[src/rtl/dpram_port_arbiter_pkg.sv]
// dpram_arb_pkg: shared types and helpers for the dual-port RAM port arbiter (state enum, index width, one-hot to index)
package dpram_arb_pkg;
  typedef enum logic {RUN = 1'b0, SWEEP = 1'b1} arb_state_e;
  function automatic int idx_w(input int n);
    return (n > 1) ? $clog2(n) : 1;
  endfunction
  function automatic int oh2idx(input logic [31:0] oh);
    int r;
    r = 0;
    for (int i = 0; i < 32; i++) if (oh[i]) r = i;
    return r;
  endfunction
endpackage

[src/rtl/dpram_port_arbiter_rr_pick.sv]
// dpram_rr_pick: combinational rotating-priority picker; in valid[N_REQ], last; out grant one-hot, idx, any
module dpram_rr_pick
  import dpram_arb_pkg::*;
#(
  parameter int N_REQ = 4,
  localparam int IW = idx_w(N_REQ)
) (
  input  logic [N_REQ-1:0] valid,
  input  logic [IW-1:0]    last,
  output logic [N_REQ-1:0] grant,
  output logic [IW-1:0]    idx,
  output logic             any
);
  // Walk from farthest to nearest so the requester right after last wins.
  always_comb begin
    grant = '0;
    for (int k = N_REQ; k >= 1; k--)
      if (valid[IW'((int'(last) + k) % N_REQ)]) grant = N_REQ'(1) << ((int'(last) + k) % N_REQ);
  end
  assign idx = IW'(oh2idx(32'(grant)));
  assign any = |valid;
endmodule

[src/rtl/dpram_port_arbiter.sv]
// dpram_port_arbiter: round-robin share of one RAM port among N_REQ requesters with tagged 1-cycle read responses.
//   Ports: clk, rst (async high); req_valid/req_ready/req_we/req_addr/req_wdata per requester;
//   rsp_valid (one-hot tag), rsp_rdata; clear_req, busy; mem_en/mem_we/mem_addr/mem_din/mem_dout to RAM.
//   Define DPRAM_ARB_CLEAR_EN to enable the post-reset / on-demand RAM clear sweep.
module dpram_port_arbiter
  import dpram_arb_pkg::*;
#(
  parameter int                    N_REQ         = 4,
  parameter int                    DATA_WIDTH    = 32,
  parameter int                    ADDRESS_WIDTH = 8,
  parameter logic [DATA_WIDTH-1:0] INIT_VALUE    = '0
) (
  input  logic                             clk,
  input  logic                             rst,
  input  logic [N_REQ-1:0]                 req_valid,
  output logic [N_REQ-1:0]                 req_ready,
  input  logic [N_REQ-1:0]                 req_we,
  input  logic [N_REQ*ADDRESS_WIDTH-1:0]   req_addr,
  input  logic [N_REQ*DATA_WIDTH-1:0]      req_wdata,
  output logic [N_REQ-1:0]                 rsp_valid,
  output logic [DATA_WIDTH-1:0]            rsp_rdata,
  input  logic                             clear_req,
  output logic                             busy,
  output logic                             mem_en,
  output logic                             mem_we,
  output logic [ADDRESS_WIDTH-1:0]         mem_addr,
  output logic [DATA_WIDTH-1:0]            mem_din,
  input  logic [DATA_WIDTH-1:0]            mem_dout
);
  localparam int IW = idx_w(N_REQ);
  arb_state_e               state;
  logic [ADDRESS_WIDTH-1:0] sweep_addr;
  logic                     clear_eff;
  logic [IW-1:0]            rr_last, g_idx;
  logic [N_REQ-1:0]         g_oh, tag;
  logic                     any, run, sweeping, grant_ok;
`ifdef DPRAM_ARB_CLEAR_EN
  assign clear_eff = clear_req;
  always_ff @(posedge clk or posedge rst)
    if (rst) begin
      state      <= SWEEP;
      sweep_addr <= '0;
      busy       <= 1'b1;
    end else if (state == SWEEP) begin
      sweep_addr <= sweep_addr + 1'b1;
      if (&sweep_addr) begin
        state <= RUN;
        busy  <= 1'b0;
      end
    end else if (clear_req) begin
      state      <= SWEEP;
      sweep_addr <= '0;
      busy       <= 1'b1;
    end
`else
  logic unused_clear;
  assign unused_clear = clear_req;
  assign clear_eff    = 1'b0;
  assign state        = RUN;
  assign sweep_addr   = '0;
  assign busy         = 1'b0;
`endif
  dpram_rr_pick #(.N_REQ(N_REQ)) u_pick (
    .valid(req_valid),
    .last (rr_last),
    .grant(g_oh),
    .idx  (g_idx),
    .any  (any)
  );
  // Reset also masks the combinational outputs so the port is quiet while rst is held.
  assign run       = state == RUN && !clear_eff && !rst;
  assign sweeping  = state == SWEEP && !rst;
  assign grant_ok  = run && any;
  assign req_ready = run ? g_oh : '0;
  assign mem_en    = sweeping || grant_ok;
  assign mem_we    = sweeping || (grant_ok && req_we[g_idx]);
  assign mem_addr  = sweeping ? sweep_addr : req_addr[int'(g_idx)*ADDRESS_WIDTH +: ADDRESS_WIDTH];
  assign mem_din   = sweeping ? INIT_VALUE : req_wdata[int'(g_idx)*DATA_WIDTH +: DATA_WIDTH];
  assign rsp_valid = tag;
  assign rsp_rdata = mem_dout;
  always_ff @(posedge clk or posedge rst)
    if (rst) begin
      rr_last <= IW'(N_REQ - 1);
      tag     <= '0;
    end else begin
      tag <= (grant_ok && !req_we[g_idx]) ? g_oh : '0;
      if (grant_ok) rr_last <= g_idx;
    end
endmodule
[config.mk]
export PLATFORM = sky130hd
export DESIGN_NAME = dpram_port_arbiter
export DESIGN_NICKNAME = d
export VERILOG_FILES = /design/src/rtl/dpram_port_arbiter_pkg.sv /design/src/rtl/dpram_port_arbiter_rr_pick.sv /design/src/rtl/dpram_port_arbiter.sv
export SDC_FILE = /design/constraint.sdc
export NUM_CORES = 1
export LEC_CHECK = 0
export BUFFER_PORTS_ARGS = -buffer_cell sky130_fd_sc_hd__buf_4
export CAP_MARGIN = 25
export CORE_AREA = 2 2 110 112
export DETAILED_ROUTE_END_ITERATION = 6
export DIE_AREA = 0 0 112 114
export GPL_ROUTABILITY_DRIVEN = 0
export RECOVER_POWER = 50
export SYNTH_ARGS = -nofsm -noshare
export SYNTH_HDL_FRONTEND = slang
export SYNTH_SLANG_ARGS = --single-unit
[constraint.sdc]
create_clock -name clk -period 5.8 [get_ports clk]
set_input_delay 0.87 -clock clk [delete_from_list [all_inputs] [get_ports clk]]
set_output_delay 0.87 -clock clk [all_outputs]
set_load 0.01 [all_outputs]
==> impl_metrics.ini <==
[critical_path]
required_ns = 4.93
slowest_delay_ns = 0.86
crit_path_start_kind = flop
crit_path_end_kind = output pin
crit_type = flop to output pin
path_max_fanout = 22
cpLargestDelayFamily = compound AO/OA/AOI/OAI gates
cpMaxStageDelayCell = dfstp_1
critPathMostFrequentCell = buf_4
crit_buf_inv = 3
crit_chain = inv_1, ha_1, mux2_2, and2_1, a221o_1, a21oi_4, buf_4, nand2_1, a31oi_1, buf_4
cp_data_arrival_time_ns = 4.22

[pwr]
powerDensity_nw_per_um2 = 812
design_power_total_mw = 3.10
peakVddDrop_mv = 0.374
cellLeakagePower_nw = 1.83

[clocking]
cts-root-buf = clkbuf_16
cts_buffer_depth = 2
clock-sinks = 6
cts_tree = built
clk_transition_reported_paths_ns = 0.03
hold_buffers = 0
post_cts_resized = 0
htree_levels = 1
cts_buffers = 3
clock_latency_ns = 0.23
postCtsSetupRepairBufs = 0

[timing]
hold_violations = 0
setup-violations-final = 0
period_minus_slack_ns = 5.09
holdWs_ns = 0.604
max_slew_margin = 0.533
final.setup.worst_slack_ns = 0.708
rsz0062_at_grt = no
tns_ns = 0
fmax_mhz = 196
final_max_slew_viol_count = 0
fin_skew_ns = 0.000869
worst-slew-pin-transition_ns = 0.701
finalCritPeriodShare = 0.878

[logic_synthesis]
synth_seq_cells = 6
avgSynthCellArea_um2 = 6.57
ys.flop_type = dfrtp_1
synth_edf_count = 0
synthCells = 342
synth_cell_types = 37
synth_nets = 552
async_flop_share = 1.00
yosysWarningCount = 0
syn_area_um2 = 2250
yosysSeqAreaShare = 0.0680

[die]
core_um2 = 11700
initial_core_util = 0.192
die_h_um = 114
std_cell_rows = 40
die_area_um2 = 12800
die_w_um = 112
ios = 286

[place]
port_buffers = 219
place_ws_ns = 1.13
hpwl_um = 7390
postPlaceCellArea_um2 = 3740

[cells_and_area]
layout_commonest_cell = buf_4
area_growth_pct = 70.1
layout_common_cells = buf_4 (217), nand2_1 (82), nand2b_1 (44)
nFillCells = 1265
n_antenna_cell = 0
final_net_count = 719
fin_area_um2 = 3820
drive_above_1_share = 0.459

[route]
wl_per_cell_um = 14.9
via_count = 3115
ant_nets = 0
viasPerCell = 4.76
dr.pass1.iters = 5
dr.first_iter.drc_count = 163
routed_wl_um = 9750
drc = 0

[global_route]
grt_max_degree = 48
grt_usage = 0.138
grt_pass1_wl_um = 14600
gr-total-overflow = 0
grt_pass1_vias = 2919
antenna_found_initial = 0

[outcome]
status = finished clean

[worst_hold_path]
hp-class = flop to flop

[run]
maxCapViolCount = 0
[registers in the layout (all words and copies together), names as in the netlist]
register	count
rr_last	2
rsp_valid	4
[power breakdown]
part / total (mW) / leakage, nW / internal, mW / switching, mW
clock: 0.117 / 0.0382 / 0.0914 / 0.0255
combinational: 2.89 / 1.71 / 1.24 / 1.65
sequential: 0.0948 / 0.0750 / 0.0632 / 0.0316
total: 3.10 / 1.83 / 1.40 / 1.71
[through the flow]
step	util	instances
after CTS	0.326	654
after floorplan	-	342
after global routing	0.326	655
final	0.326	655
after detailed placement	0.319	650
after global placement	0.319	650
[synthesized netlist by cell type, types with 4 or more instances]
cell,number,area share
a211oi_1,4,0.013
nand2_1,82,0.14
mux4_2,4,0.040
inv_1,6,0.010
clkbuf_1,9,0.015
buf_4,37,0.12
buf_2,17,0.038
a31oi_1,40,0.11
a21oi_1,8,0.018
dfrtp_1,4,0.045
nand2b_1,44,0.12
nor2_1,5,0.0084
o31ai_1,40,0.13
ha_1,7,0.039
[area by class of cell]
type	instances	area, um^2	area share
sequential	6	153	0.0399
clock buffer	4	78.8	0.0206
tap	147	184	0.0481
timing repair buffer	225	1680	0.440
multi-input combinational	267	1700	0.445
inverter	6	22.5	0.00589
[final timing paths]
| kind | start | to | slack (ns) | depth (start not counted) |
|---|---|---|---|---|
| max in group asynchronous | rst | rr_last[1] | 4.87 | 2 |
| hold / removal | rr_last[1] | rr_last[1] | 0.60 | 2 |
| hold reg to reg | rr_last[1] | rr_last[1] | 0.60 | 2 |
| setup / recovery | rr_last[0] | mem_din[12] | 0.71 | 10 |
| setup reg to reg | rr_last[0] | rr_last[0] | 1.94 | 9 |
| min in group asynchronous | rst | rsp_valid[1] | 0.67 | 2 |
[cells by family after synthesis]
kind of cell               share of synthesized area
adders and majority gates                     0.0390
and+or+nand+nor                                0.303
other                                        0.00167
muxes                                         0.0635
AOI/OAI and AO/OA                              0.338
buffers and inverters                          0.187
DFF                                           0.0680
[metal layers]
layer  global-route usage  vias up  routed length (um)
met5                    0        -                   0
met4               0.0317        0                 161
met3               0.0213       18                 756
met2                0.249      161                4930
met1                0.173     1414                3910
li1                     -     1522                   -
[worst reg2reg max path: stages, from the launching register on]
cell	delay (ns)
dfstp_1	0.86
inv_1	0.28
ha_1	0.43
mux2_2	0.38
mux2i_1	0.23
a221o_1	0.28
a21o_1	0.60
buf_4	0.44
a21oi_1	0.11
a21oi_1	0.16
(Power assumes the default switching activity.)
